File: config.mk
export PLATFORM = sky130hd
export DESIGN_NAME = mem_arbiter_flat
export DESIGN_NICKNAME = d
export VERILOG_FILES = /design/src/rtl/mem_arbiter_if.sv /design/src/rtl/mem_arbiter.sv /design/src/flat_wrapper.sv
export SDC_FILE = /design/constraint.sdc
export NUM_CORES = 1
export LEC_CHECK = 0
export ABC_AREA = 1
export CAP_MARGIN = 10
export CORE_UTILIZATION = 28
export DETAILED_ROUTE_END_ITERATION = 16
export PLACE_DENSITY = 0.67
export SYNTH_ARGS = -nofsm -noshare
export SYNTH_HDL_FRONTEND = slang
export SYNTH_SLANG_ARGS = --single-unit
File: constraint.sdc
create_clock -name clk -period 1.62 [get_ports clk]
set_input_delay 0.324 -clock clk [delete_from_list [all_inputs] [get_ports clk]]
set_output_delay 0.324 -clock clk [all_outputs]
set_load 0.005 [all_outputs]
File: src/rtl/mem_arbiter_if.sv
// rtl/mem_arbiter_if.sv - requester, RAM and status signals of the two-port RAM arbiter
// cnt0/cnt1 exist only when ARB_ACCESS_COUNT_EN is defined.
interface mem_arbiter_if #(
  parameter int AW = 8,
  parameter int DW = 16
);
  logic          req0;
  logic          we0;
  logic [AW-1:0] addr0;
  logic [DW-1:0] wdata0;
  logic          gnt0;
  logic          ack0;
  logic [DW-1:0] rdata0;

  logic          req1;
  logic          we1;
  logic [AW-1:0] addr1;
  logic [DW-1:0] wdata1;
  logic          gnt1;
  logic          ack1;
  logic [DW-1:0] rdata1;

  logic          mem_we;
  logic [AW-1:0] mem_addr;
  logic [DW-1:0] mem_d;
  logic [DW-1:0] mem_q;

  logic          busy;
  logic          last_grant;
`ifdef ARB_ACCESS_COUNT_EN
  logic [15:0]   cnt0;
  logic [15:0]   cnt1;
`endif

  modport slave (
    input  req0, we0, addr0, wdata0,
    input  req1, we1, addr1, wdata1,
    input  mem_q,
    output gnt0, ack0, rdata0,
    output gnt1, ack1, rdata1,
    output mem_we, mem_addr, mem_d,
`ifdef ARB_ACCESS_COUNT_EN
    output cnt0, cnt1,
`endif
    output busy, last_grant
  );

  modport master (
    output req0, we0, addr0, wdata0,
    output req1, we1, addr1, wdata1,
    output mem_q,
    input  gnt0, ack0, rdata0,
    input  gnt1, ack1, rdata1,
    input  mem_we, mem_addr, mem_d,
`ifdef ARB_ACCESS_COUNT_EN
    input  cnt0, cnt1,
`endif
    input  busy, last_grant
  );
endinterface

File: src/rtl/mem_arbiter.sv
// rtl/mem_arbiter.sv - round-robin two-requester arbiter and access sequencer for a single-port RAM
// Define ARB_ACCESS_COUNT_EN to add saturating per-requester completion counters cnt0/cnt1.
module mem_arbiter #(
  parameter int AW   = 8,
  parameter int DW   = 16,
  parameter int HOLD = 1
) (
  input  logic            clk,
  input  logic            rst,
  mem_arbiter_if.slave    bus
);
  localparam int HW = (HOLD > 1) ? $clog2(HOLD) : 1;

  typedef enum logic [1:0] {IDLE, ACCESS, DONE} state_t;

  state_t        state_q, state_d;
  logic          owner_q;
  logic          last_grant_q;
  logic          we_q;
  logic [AW-1:0] addr_q;
  logic [DW-1:0] wdata_q;
  logic [DW-1:0] rdata0_q, rdata1_q;
  logic [HW-1:0] hold_q;
  logic          grant;
  logic          grant_idx;
  logic          hold_last;

  assign hold_last = (hold_q == HW'(HOLD - 1));

  always_ff @(posedge clk or negedge rst) begin
    if (!rst) state_q <= IDLE;
    else      state_q <= state_d;
  end

  always_comb begin
    state_d   = state_q;
    grant     = 1'b0;
    grant_idx = last_grant_q;
    case (state_q)
      IDLE: begin
        // On a tie the requester that did not win last time goes next.
        if (bus.req0 && bus.req1) begin
          grant     = 1'b1;
          grant_idx = ~last_grant_q;
        end else if (bus.req0) begin
          grant     = 1'b1;
          grant_idx = 1'b0;
        end else if (bus.req1) begin
          grant     = 1'b1;
          grant_idx = 1'b1;
        end
        if (grant) state_d = ACCESS;
      end
      ACCESS:  if (hold_last) state_d = DONE;
      DONE:    state_d = IDLE;
      default: state_d = IDLE;
    endcase
  end

  always_ff @(posedge clk or negedge rst) begin
    if (!rst) begin
      owner_q      <= 1'b0;
      last_grant_q <= 1'b1;
      we_q         <= 1'b0;
      addr_q       <= '0;
      wdata_q      <= '0;
      hold_q       <= '0;
      rdata0_q     <= '0;
      rdata1_q     <= '0;
    end else begin
      if (grant) begin
        owner_q      <= grant_idx;
        last_grant_q <= grant_idx;
        we_q         <= grant_idx ? bus.we1    : bus.we0;
        addr_q       <= grant_idx ? bus.addr1  : bus.addr0;
        wdata_q      <= grant_idx ? bus.wdata1 : bus.wdata0;
        hold_q       <= '0;
      end
      if (state_q == ACCESS) begin
        if (!hold_last) hold_q <= hold_q + 1'b1;
        if (hold_last && !we_q) begin
          if (owner_q) rdata1_q <= bus.mem_q;
          else         rdata0_q <= bus.mem_q;
        end
      end
    end
  end

`ifdef ARB_ACCESS_COUNT_EN
  logic [15:0] cnt0_q, cnt1_q;

  always_ff @(posedge clk or negedge rst) begin
    if (!rst) begin
      cnt0_q <= '0;
      cnt1_q <= '0;
    end else if (state_q == DONE) begin
      if (!owner_q && cnt0_q != 16'hFFFF) cnt0_q <= cnt0_q + 16'd1;
      if ( owner_q && cnt1_q != 16'hFFFF) cnt1_q <= cnt1_q + 16'd1;
    end
  end

  assign bus.cnt0 = cnt0_q;
  assign bus.cnt1 = cnt1_q;
`endif

  // RAM controls come only from the latched owner registers, never from live requester inputs.
  assign bus.mem_we     = (state_q == ACCESS) && we_q;
  assign bus.mem_addr   = addr_q;
  assign bus.mem_d      = wdata_q;

  assign bus.gnt0       = (state_q != IDLE) && !owner_q;
  assign bus.gnt1       = (state_q != IDLE) &&  owner_q;
  assign bus.ack0       = (state_q == DONE) && !owner_q;
  assign bus.ack1       = (state_q == DONE) &&  owner_q;
  assign bus.rdata0     = rdata0_q;
  assign bus.rdata1     = rdata1_q;
  assign bus.busy       = (state_q != IDLE);
  assign bus.last_grant = last_grant_q;
endmodule

File: src/flat_wrapper.sv
// flat-port wrapper written by rule: the top's interface ports become plain ports
module mem_arbiter_flat 
#(
  parameter int AW   = 8,
  parameter int DW   = 16,
  parameter int HOLD = 1
)
  (clk, rst, bus_req0, bus_we0, bus_addr0, bus_wdata0, bus_req1, bus_we1, bus_addr1, bus_wdata1, bus_mem_q, bus_gnt0, bus_ack0, bus_rdata0, bus_gnt1, bus_ack1, bus_rdata1, bus_mem_we, bus_mem_addr, bus_mem_d, bus_busy, bus_last_grant);
  mem_arbiter_if #(.AW(AW), .DW(DW)) bus_i ();
  input  logic clk;
  input  logic rst;
  input wire logic [$bits(bus_i.req0)-1:0] bus_req0;
  input wire logic [$bits(bus_i.we0)-1:0] bus_we0;
  input wire logic [$bits(bus_i.addr0)-1:0] bus_addr0;
  input wire logic [$bits(bus_i.wdata0)-1:0] bus_wdata0;
  input wire logic [$bits(bus_i.req1)-1:0] bus_req1;
  input wire logic [$bits(bus_i.we1)-1:0] bus_we1;
  input wire logic [$bits(bus_i.addr1)-1:0] bus_addr1;
  input wire logic [$bits(bus_i.wdata1)-1:0] bus_wdata1;
  input wire logic [$bits(bus_i.mem_q)-1:0] bus_mem_q;
  output wire logic [$bits(bus_i.gnt0)-1:0] bus_gnt0;
  output wire logic [$bits(bus_i.ack0)-1:0] bus_ack0;
  output wire logic [$bits(bus_i.rdata0)-1:0] bus_rdata0;
  output wire logic [$bits(bus_i.gnt1)-1:0] bus_gnt1;
  output wire logic [$bits(bus_i.ack1)-1:0] bus_ack1;
  output wire logic [$bits(bus_i.rdata1)-1:0] bus_rdata1;
  output wire logic [$bits(bus_i.mem_we)-1:0] bus_mem_we;
  output wire logic [$bits(bus_i.mem_addr)-1:0] bus_mem_addr;
  output wire logic [$bits(bus_i.mem_d)-1:0] bus_mem_d;
  output wire logic [$bits(bus_i.busy)-1:0] bus_busy;
  output wire logic [$bits(bus_i.last_grant)-1:0] bus_last_grant;
  assign bus_i.req0 = bus_req0;
  assign bus_i.we0 = bus_we0;
  assign bus_i.addr0 = bus_addr0;
  assign bus_i.wdata0 = bus_wdata0;
  assign bus_i.req1 = bus_req1;
  assign bus_i.we1 = bus_we1;
  assign bus_i.addr1 = bus_addr1;
  assign bus_i.wdata1 = bus_wdata1;
  assign bus_i.mem_q = bus_mem_q;
  assign bus_gnt0 = bus_i.gnt0;
  assign bus_ack0 = bus_i.ack0;
  assign bus_rdata0 = bus_i.rdata0;
  assign bus_gnt1 = bus_i.gnt1;
  assign bus_ack1 = bus_i.ack1;
  assign bus_rdata1 = bus_i.rdata1;
  assign bus_mem_we = bus_i.mem_we;
  assign bus_mem_addr = bus_i.mem_addr;
  assign bus_mem_d = bus_i.mem_d;
  assign bus_busy = bus_i.busy;
  assign bus_last_grant = bus_i.last_grant;
  mem_arbiter #(.AW(AW), .DW(DW), .HOLD(HOLD)) u_core (.clk(clk), .rst(rst), .bus(bus_i));
endmodule
# Word-level counts from Yosys, hierarchy flattened
# Cells that the tools add are included.
# totals
wordCells	49
input_bits	70
register_bits	62
out_inout_bits	63
# classes
addsub	1
n_reduce_logical	14
bitwise	3
eq_ne	4
muxes	18
# op_table
cell	count
16-bit two-way mux	1
1-bit two-way mux	13
8-bit two-way mux	1
1-bit logical AND	7
3-bit AND reduction	2
2-bit two-way mux	2
2-bit one-hot mux with 2 select lines	1
1-bit NOT	3
2-bit by 1-bit == test with 1-bit output, second input constant	1
2-bit == test, second input constant	1
1-bit zero test	2
2-bit zero test	1
2-bit by 1-bit inequality test with 1-bit output, second input constant	1
2-bit inequality test, second input constant	1
2-bit AND reduction	1
2-bit nonzero test	1
1-bit adder, second input constant	1

# Depth between registers and ports, before layout
# Gate-level depths: netlist of the first run.
# logic_depth
depth_word	8
depth_mapped	7
mapped_depth_nobuf	6

# Worst setup path after synthesis of the first run
# No wires, ideal clock.
# synth_timing
path_type	register to register
from	register u_core.state_q[0]
to	register u_core.addr_q[0] (netlist: u_core.bus.mem_addr[0])
setup_slack_ns	0.342
required_ns	1.503
n_path_buf	1
synth_period_minus_slack_ns	1.278
setup_time_ns	0.117
path_stages_with_launch	8
t_arrival_ns	1.160
path_cell_list	dfrtp_1 -> nor2_8 -> nand2_4 -> nand2_4 -> inv_4 -> buf_4 -> nand2_1 -> nand2_1
# synth_between
elab_chain_cells	3
elab_cells_between_ends	4
cone_classes	mux: 3; reduce/logical: 1
# synth_lines
element	line_no	rtl
start: declaration	mem_arbiter.sv:16	state_t state_q, state_d;
start signal: assignment	mem_arbiter.sv:32	else state_q <= state_d;
2-bit zero test *	mem_arbiter.sv:39	case (state_q)
1-bit two-way mux	mem_arbiter.sv:39	
8-bit two-way mux	mem_arbiter.sv:75	addr_q <= grant_idx ? bus.addr1 : bus.addr0;
end signal: assignment	mem_arbiter.sv:75	
end: declaration	mem_arbiter.sv:20	logic [AW-1:0] addr_q;
# Every way passes the cells marked *; elsewhere a longest branch is shown, timed or not.
# A chain may end at the register's enable or synchronous reset.

# Worst setup path after layout of the first run
# layout_timing
from	register u_core.state_q[1]
to	output port bus_mem_we
# layout_between
elab_chain_cells	2
# layout_lines
element	line_no	rtl
2-bit by 1-bit == test with 1-bit output	mem_arbiter.sv:107	assign bus.mem_we = (state_q == ACCESS) && we_q;
1-bit logical AND	mem_arbiter.sv:107	
end: declaration	flat_wrapper.sv:27	output wire logic [$bits(bus_i.mem_we)-1:0] bus_mem_we;
# No other way between the ends.

==> impl_metrics.yaml, run 1 <==
run_status:
  status: "finished clean"
detailed_routing:
  viasPerCell: 4.35
  firstDrtPassIters: 5
  post_drt_wl_per_cell_um: 12.2
  post-route-drc-count: 0
  drtIter0Drc: 146
  vias: 2849
  drt_wl_total_um: 7980
  final_antenna_net_count: 0
cts:
  ctsHtreeMaxLevel: 3
  insertion_delay_ns: 0.33
  root_buffer: "clkbuf_8"
  clk_pin_slew_worst_paths_ns: 0.07
  cts_tree: "built"
  cts_buffers: 9
  clock_sinks: 62
  clockBufferDepth: 2
sta:
  worst_pin_slew_ns: 0.332
  hold_violations: 0
  whs_ns: 0.418
  fmax_mhz: 639
  layout_min_cycle_time_ns: 1.56
  fin_skew_ns: 0.0106
  rsz0062_at_grt: "yes"
  setup_viol: 0
  period_share: 0.966
  slew_headroom: 0.779
  slew_violations: 0
setup_path:
  reg2reg_depth: 7
  r2r-end: "u_core.bus.mem_d[3]"
  critPathKind: "register to output port"
  cp-end-kind: "output port"
  critPathBufInv: 3
  cp-start-kind: "register"
  cp.required_ns: 1.30
  path_max_fanout: 3
  r2r-start: "u_core.state_q[0]"
  crit_family: "flip-flops"
  path_cells: "buf_6 -> nor2_4 -> inv_2 -> nor2_1 -> buf_2"
  reg2reg_setup_slack_ns: 0.08
  worstPathArrival_ns: 1.24
  slowest_delay_ns: 0.42
  worst_path_max_delay_cell: "dfrtp_1"
layout:
  area_growth_pct: 60.1
  drive_gt1_frac: 0.118
  insertedDiodeCount: 0
  nets: 584
  regArea_mm2: 0.00155
  num-fill-cells: 1016
  final_cell_area_mm2: 0.00477
  multi_input_area_mm2: 0.00107
synth:
  synth_nets: 438
  yosysSeqAreaShare: 0.521
  yosysWarnings: 0
  synth-simple-area-share: 0.288
  synth_adder_area_share: 0
  synth_compound_gate_area_share: 0.0571
  yosysUniqueCellTypes: 17
  synth_top_family_by_area: "simple AND/OR/NAND/NOR gates"
  netlist_area_mm2: 0.00298
  synth_mux_area_frac: 0
  ys_seq_elements: 62
  syn_inst: 368
  synth.avg_cell_area_um2: 8.10
  synth-xor-area-share: 0
placed_design:
  port_buffers: 132
  dp_hpwl_um: 5930
  placed_area_mm2: 0.00449
  gp_congestion: 0.770
floorplanning:
  core_region_area_mm2: 0.0103
  die_w_um: 105
  initial_core_util: 0.289
  pin_count: 133
  die_height_um: 105
  rows: 37
  dieArea_mm2: 0.0111
power_and_ir_drop:
  swShare: 0.362
  power.internal_w: 0.00552
  power_frac_seq: 0.321
  vdd_drop_max_uv: 582
  powerDensity_mw_per_mm2: 1810
  p_comb_frac: 0.523
  p_leak_nw: 2.43
  clkPwrFrac: 0.156
  p_sw_w: 0.00313
global_route:
  grt_pass1_wl_um: 13500
  grtUsageTotal: 0.154
  grt_overflow: 0
  antenna_found_initial: 0
  grt_pass1_vias: 2795
  grt_max_degree: 35
min_path:
  hp-class: "primary input to asynchronous set/reset pin"
flow_run:
  drv.max_cap_violation_count: 0
Yosys cell counts:
cell type,number,share of area
nand2_1,84,0.11
nand3_1,75,0.13
inv_1,73,0.092
dfrtp_1,61,0.51
o21ai_1,34,0.057
buf_2,10,0.017
buf_4,8,0.020
nand2_4,5,0.019
nor2_1,5,0.0063
nand3_2,3,0.010
nor3_1,3,0.0050
inv_2,2,0.0025
dfstp_2,1,0.0088
inv_4,1,0.0021
nand3_4,1,0.0059
nor2_4,1,0.0038
nor2_8,1,0.0067
metal layers:
layer | GRT usage | vias to the layer above | part of all wire
met1 | 0.197 | 1320 | 0.44
met3 | 0.0399 | 6 | 0.054
met4 | 0.0553 | 0 | 0.0074
met5 | 0 | - | 0
met2 | 0.251 | 82 | 0.50
li1 | - | 1441 | -
state kept, by name, summed over array words and instances (netlist names):
signal,flops
u_core.bus.last_grant,1
u_core.bus.mem_addr,8
u_core.bus.mem_d,16
u_core.bus.rdata0,16
u_core.bus.rdata1,16
u_core.hold_q,1
u_core.owner_q,1
u_core.state_q,2
u_core.we_q,1
cell usage in the layout, fill, tap and decap left out, types with 2 or more instances in the layout:
cell type        instances
nor2_1                   5
clkbuf_1                 2
clkdlybuf4s50_1        123
buf_12                   2
inv_1                   70
nand2_1                 84
clkbuf_8                11
buf_6                    4
inv_4                    2
o21ai_1                 34
nand3_2                  3
clkbuf_2                 2
dfrtp_1                 61
inv_2                    4
nand2_8                  2
nand3_1                 75
nand2_4                  3
nor3_4                   2
buf_4                   14
buf_2                    5
area by class of cell:
| cell class | instances | area share |
|---|---|---|
| timing repair buffer | 153 | 0.312 |
| sequential | 62 | 0.325 |
| inverter | 76 | 0.0608 |
| clock buffer | 13 | 0.0333 |
| tap | 136 | 0.0357 |
| clock inverter | 3 | 0.00891 |
| multi-input combinational | 212 | 0.224 |
power groups by stage:
| stage | sequential [W] | clock (W) | combinational [W] |
|---|---|---|---|
| after CTS | 0.00279 | 0.00141 | 0.00451 |
| final | 0.00278 | 0.00135 | 0.00452 |
| after global placement | 0.00281 | 0 | 0.00427 |
| after floorplan | 0.00286 | 0 | 0.00201 |
| after global routing | 0.00288 | 0.00149 | 0.00503 |
| after detailed placement | 0.00281 | 0 | 0.00439 |
kinds of logic (layout without fill, tap and decap cells):
logic type,Yosys count,after routing
flops,62,62
buf+inv,94,245
compound gates,34,34
simple gates,178,178
how the worst max path moves through the flow:
stage	from	endpoint	slack [ns]	cells after the start
3_5_place_dp	u_core.state_q[1]	bus_ack1	-0.03	4
2_1_floorplan	u_core.state_q[0]	u_core.bus.mem_addr[0]	0.34	7
4_1_cts	u_core.state_q[0]	bus_ack1	-0.03	3
6_report	u_core.state_q[1]	bus_mem_we	0.06	5
5_1_grt	u_core.state_q[0]	bus_mem_we	-0.03	6
3_3_place_gp	bus_req0	u_core.bus.mem_addr[1]	0.009	6
repair_timing:
item | CTS | global route
endpoints found under the hold margin | 10 | 0
buffers inserted | 7 | 0
setup endpoints to repair | 7 | 29
pin swaps | 3 | 2
gates resized for setup | 27 | 11
hold buffers | 1 | 0
cloned | 0 | 0
per-stage QoR:
stage | power (W) | worst slack, ns | utilization | cells | setup TNS [ns]
2_1_floorplan | 0.00487 | 0.342 | - | 368 | 0
3_3_place_gp | 0.00708 | 0.00919 | 0.435 | 633 | 0
3_5_place_dp | 0.00720 | -0.0269 | 0.435 | 633 | -0.0893
4_1_cts | 0.00870 | -0.0289 | 0.460 | 655 | -0.0289
5_1_grt | 0.00940 | -0.0322 | 0.462 | 655 | -0.186
6_report | 0.00865 | 0.0550 | 0.462 | 655 | 0
worst reg2reg max path: stages, from the launching register on:
cell and delay [ns]:
dfrtp_1 0.41, buf_6 0.14, nor2_8 0.12, buf_4 0.17
nand3_4 0.27, nand3_1 0.19, nand3_1 0.10, nand2_1 0.07
Note: power is estimated with default switching activity, not from simulation.
==> run 2: changes to the inputs <==
- GPL_TIMING_DRIVEN: unset -> 0
==> run 2 against run 1 <==
  * Utilization up 2.5 points
  * Final cell count rose by 2.3%
  * Clock power grew 36%
  * Sequential share of layout area decreased by 1.6 points
  * Largest power group unchanged
  * Combinational power increased by 13%
  * Clock-buffer cell count is 3 lower
  * Sequential cell count unchanged
  * Fmax shrank 2.6%
  * Register-to-register slack worse by 0.06 ns
==> impl_metrics.yaml, run 2 (synthesis gave the netlist of run 1 again) <==
sta:
  fmax_mhz: 623
  hold_violations: 0
  period_share: 0.991
  worst_pin_slew_ns: 0.592
  slew_headroom: 0.606
  rsz0062_at_grt: "yes"
  slew_violations: 0
  fin_skew_ns: 0.00903
  layout_min_cycle_time_ns: 1.61
  setup_viol: 0
detailed_routing:
  drt_wl_total_um: 8900
  viasPerCell: 4.49
  drtIter0Drc: 93
  post_drt_wl_per_cell_um: 13.3
  final_antenna_net_count: 0
  vias: 3007
  firstDrtPassIters: 6
  post-route-drc-count: 0
global_route:
  grt_overflow: 0
  grt_max_degree: 39
  antenna_found_initial: 0
  grtUsageTotal: 0.164
  grt_pass1_wl_um: 14400
  grt_pass1_vias: 3032
cts:
  cts_tree: "built"
  insertion_delay_ns: 0.34
  ctsHtreeMaxLevel: 3
  clock_sinks: 62
  clockBufferDepth: 2
  clk_pin_slew_worst_paths_ns: 0.07
  cts_buffers: 9
  root_buffer: "clkbuf_8"
setup_path:
  r2r-start: "u_core.state_q[0]"
  cp.required_ns: 1.30
  r2r-end: "u_core.bus.mem_addr[1]"
  critPathKind: "register to output port"
  reg2reg_setup_slack_ns: 0.02
  worstPathArrival_ns: 1.28
  path_max_fanout: 3
  reg2reg_depth: 10
  cp-end-kind: "output port"
  cp-start-kind: "register"
layout:
  final_cell_area_mm2: 0.00503
  area_growth_pct: 68.8
  drive_gt1_frac: 0.144
  insertedDiodeCount: 0
  layout_common_cells: "clkdlybuf4s50_1, nand2_1, nand3_1"
  fin_util: 0.487
  multi_input_area_mm2: 0.00109
  num-fill-cells: 999
  nets: 599
  regArea_mm2: 0.00156
  final_common_cell: "clkdlybuf4s50_1"
floorplanning:
  pin_count: 133
  dieArea_mm2: 0.0111
  die_w_um: 105
  initial_core_util: 0.289
  core_region_area_mm2: 0.0103
  die_height_um: 105
  rows: 37
power_and_ir_drop:
  powerDensity_mw_per_mm2: 1940
  p_leak_nw: 2.52
  finalPower_w: 0.00975
  vdd_drop_max_uv: 689
flow_run:
  drv.max_cap_violation_count: 0
min_path:
  hp-class: "register to register"
  hold_start: "u_core.hold_q"
  hold_path_end: "u_core.state_q[1]"
  worstHoldPathCells: 1
placed_design:
  placed_area_mm2: 0.00449
  dp_hpwl_um: 6370
  gp_congestion: 0.724
  port_buffers: 132
run_status:
  status: "finished clean"
-- run 2: worst max path at each step --
stage	cells after the start	slack (ns)	endpoint	from
after floorplan	7	0.34	u_core.bus.mem_addr[0]	u_core.state_q[0]
after global placement	1	-1.80	u_core.bus.rdata0[1]	rst
after detailed placement	5	-0.13	bus_mem_we	u_core.state_q[0]
after CTS	4	-0.17	bus_mem_we	u_core.state_q[1]
after global routing	10	-0.06	u_core.bus.mem_addr[1]	u_core.state_q[0]
final	5	0.01	bus_gnt1	u_core.state_q[0]
-- run 2: where the power goes --
group	internal, W	switching (W)	total, W	leakage [nW]
Combinational	0.00280	0.00231	0.00511	1.63
Clock	0.00122	0.000623	0.00184	0.132
Sequential	0.00234	0.000464	0.00280	0.755
Total	0.00636	0.00339	0.00975	2.52
-- run 2: worst max-delay path: stages, from the launching register on --
cell     delay (ns)
dfrtp_2        0.42
buf_6          0.13
nor2_8         0.09
buf_6          0.12
nor2_1         0.05
buf_2          0.13
-- run 2: final cells by class --
| cell class | instances | area share |
|---|---|---|
| well taps | 136 | 0.0338 |
| flip-flops and latches | 62 | 0.309 |
| clock buffers | 10 | 0.0274 |
| inverters | 76 | 0.0572 |
| repair buffers | 150 | 0.297 |
| multi-input cells | 212 | 0.217 |
| clock inverters | 6 | 0.0264 |
| plain buffers | 18 | 0.0321 |
-- run 2: through the flow --
stage / setup WS, ns / std cells / hold slack [ns] / setup TNS (ns)
2_1_floorplan: 0.342 / 368 / 0.0284 / 0
3_3_place_gp: -1.80 / 636 / 0.437 / -110.93
3_5_place_dp: -0.127 / 637 / 0.369 / -0.328
4_1_cts: -0.167 / 658 / 0.456 / -0.167
5_1_grt: -0.0552 / 670 / 0.482 / -0.413
6_report: 0.0140 / 670 / 0.455 / 0
-- run 2: repair_timing --
action	in CTS	in global routing
setup endpoints to repair	7	23
setup buffers	4	10
hold buffers	1	0
pin swaps	1	10
gates resized for setup	22	35
gates cloned	0	2
endpoints found under the hold margin	14	0
-- run 2: routing by layer --
layer	vias up	global-route usage	part of all wire	wire length, um
li1	1472	-	-	-
met1	1429	0.201	0.43	3860
met2	92	0.282	0.50	4430
met3	14	0.0368	0.053	476
met4	0	0.0573	0.015	133
met5	-	0	0	0
==> run 3: changes to the inputs <==
- CORE_UTILIZATION: 28 -> 42
- PLACE_DENSITY: 0.67 -> 0.9
==> run 3 against run 2 <==
  * Worst setup slack worse by 0.0073 ns
  * Clock power shrank 28%
  * Clock skew up 0.0013 ns
  * Hold slack worse by 0.42 ns
  * Via count fell by 0.50%
  * First-iteration DRC count grew 29%
  * Critical path type unchanged
  * Largest power group unchanged
==> impl_metrics.yaml, run 3 (synthesis gave the netlist of run 1 again) <==
setup_path:
  cp-start-kind: "register"
  critPathKind: "register to output port"
  cp.required_ns: 1.30
  path_max_fanout: 3
  worstPathArrival_ns: 1.29
  cp-end-kind: "output port"
cts:
  clk_pin_slew_worst_paths_ns: 0.08
  insertion_delay_ns: 0.33
  ctsHtreeMaxLevel: 3
  clockBufferDepth: 2
  cts_tree: "built"
  clock_sinks: 62
  cts_buffers: 9
  root_buffer: "clkbuf_8"
global_route:
  grt_pass1_wl_um: 13200
  grtUsageTotal: 0.226
  grt_max_degree: 33
  grt_overflow: 0
  grt_pass1_vias: 2877
  antenna_found_initial: 0
placed_design:
  port_buffers: 132
  dp_cells: 597
  dp_hpwl_um: 6070
  placed_area_mm2: 0.00444
  dp_slack_ns: -0.0697
  gp_congestion: 0.744
sta:
  layout_setup_ws_ns: 0.00664
  worst_pin_slew_ns: 0.707
  slew_headroom: 0.528
  slew_violations: 0
  period_share: 0.996
  rsz0062_at_grt: "yes"
  setup_viol: 0
  hold_violations: 0
  fin_skew_ns: 0.0103
  fmax_mhz: 620
  layout_min_cycle_time_ns: 1.61
min_path:
  hp-class: "primary input to asynchronous set/reset pin"
layout:
  area_growth_pct: 59.8
  nets: 591
  final_common_cell: "clkdlybuf4s50_1"
  drive_gt1_frac: 0.133
  stdcell_count: 622
  fin_util: 0.697
  final_cell_area_mm2: 0.00476
  insertedDiodeCount: 0
  layout_common_cells: "clkdlybuf4s50_1, nand2_1, nand3_1"
detailed_routing:
  firstDrtPassIters: 4
  drt_wl_total_um: 8220
  post-route-drc-count: 0
  drtIter0Drc: 120
  vias: 2992
  viasPerCell: 4.81
  post_drt_wl_per_cell_um: 13.2
  final_antenna_net_count: 0
flow_run:
  drv.max_cap_violation_count: 0
floorplanning:
  initial_core_util: 0.436
  die_w_um: 86.2
  die_height_um: 86.2
  rows: 30
  dieArea_mm2: 0.00744
  pin_count: 133
  core_region_area_mm2: 0.00683
run_status:
  status: "finished clean"
power_and_ir_drop:
  vdd_drop_max_uv: 807
  powerDensity_mw_per_mm2: 1860
  p_leak_nw: 2.43
## run 3: cell count changes in the layout (fill, tap and decap cells not counted), moves of 3 or more
cell and change:
buf_6 +3, buf_2 +3, buf_4 -7, buf_8 -4, bufinv_16 -3
## run 3: layer usage
| metal | up-vias | GRT usage | part of all wire |
|---|---|---|---|
| li1 | 1448 | - | - |
| met1 | 1436 | 0.285 | 0.42 |
| met2 | 96 | 0.387 | 0.53 |
| met3 | 12 | 0.0333 | 0.041 |
| met4 | 0 | 0.100 | 0.015 |
| met5 | - | 0 | 0 |
## run 3: cell type report
class | count | area [um^2]
Fill cell | 528 | 2070
Inverter | 76 | 288
Clock inverter | 7 | 73.8
Sequential cell | 62 | 1560
Tap cell | 96 | 120
Buffer | 18 | 125
Timing Repair Buffer | 142 | 1400
Multi-Input combinational cell | 212 | 1080
Clock buffer | 9 | 124
## run 3: timing repair
item	in CTS	in global routing
hold buffers	0	0
setup endpoints to repair	7	24
pin swaps	2	3
resized for setup	23	14
buffers inserted	6	3
## run 3: worst paths after layout
check	startpoint	to	slack (ns)	cells after the start
max in group asynchronous	rst	u_core.bus.last_grant	0.90	2
min reg2reg	u_core.hold_q	u_core.state_q[1]	0.46	1
max	u_core.state_q[1]	bus_mem_we	0.007	5
min	rst	u_core.bus.rdata0[5]	0.04	1
max reg2reg	u_core.state_q[0]	u_core.bus.mem_addr[3]	0.09	9
min in group clk	u_core.hold_q	u_core.state_q[1]	0.46	1
## run 3: stage by stage
stage | hold slack [ns] | TNS [ns] | total power [W]
final | 0.0356 | 0 | 0.00886
after global routing | 0.0824 | -0.0448 | 0.00949
after CTS | 0.0438 | -0.0450 | 0.00866
after detailed placement | 0.415 | -0.855 | 0.00721
after global placement | 0.436 | -98.49 | 0.00702
after floorplan | 0.0284 | 0 | 0.00487
## run 3: critical path, stage by stage, from the launching register on
cell and delay (ns):
dfrtp_2 0.46, buf_6 0.13, nor2_4 0.12, inv_2 0.05, nor2_1 0.07, buf_2 0.12
## run 3: where the power goes
| part | leakage, nW | total (W) | internal (W) | switching (W) |
|---|---|---|---|---|
| logic | 1.57 | 0.00472 | 0.00250 | 0.00223 |
| clock network | 0.0996 | 0.00133 | 0.000715 | 0.000620 |
| registers | 0.754 | 0.00280 | 0.00234 | 0.000464 |
| total | 2.43 | 0.00886 | 0.00555 | 0.00331 |
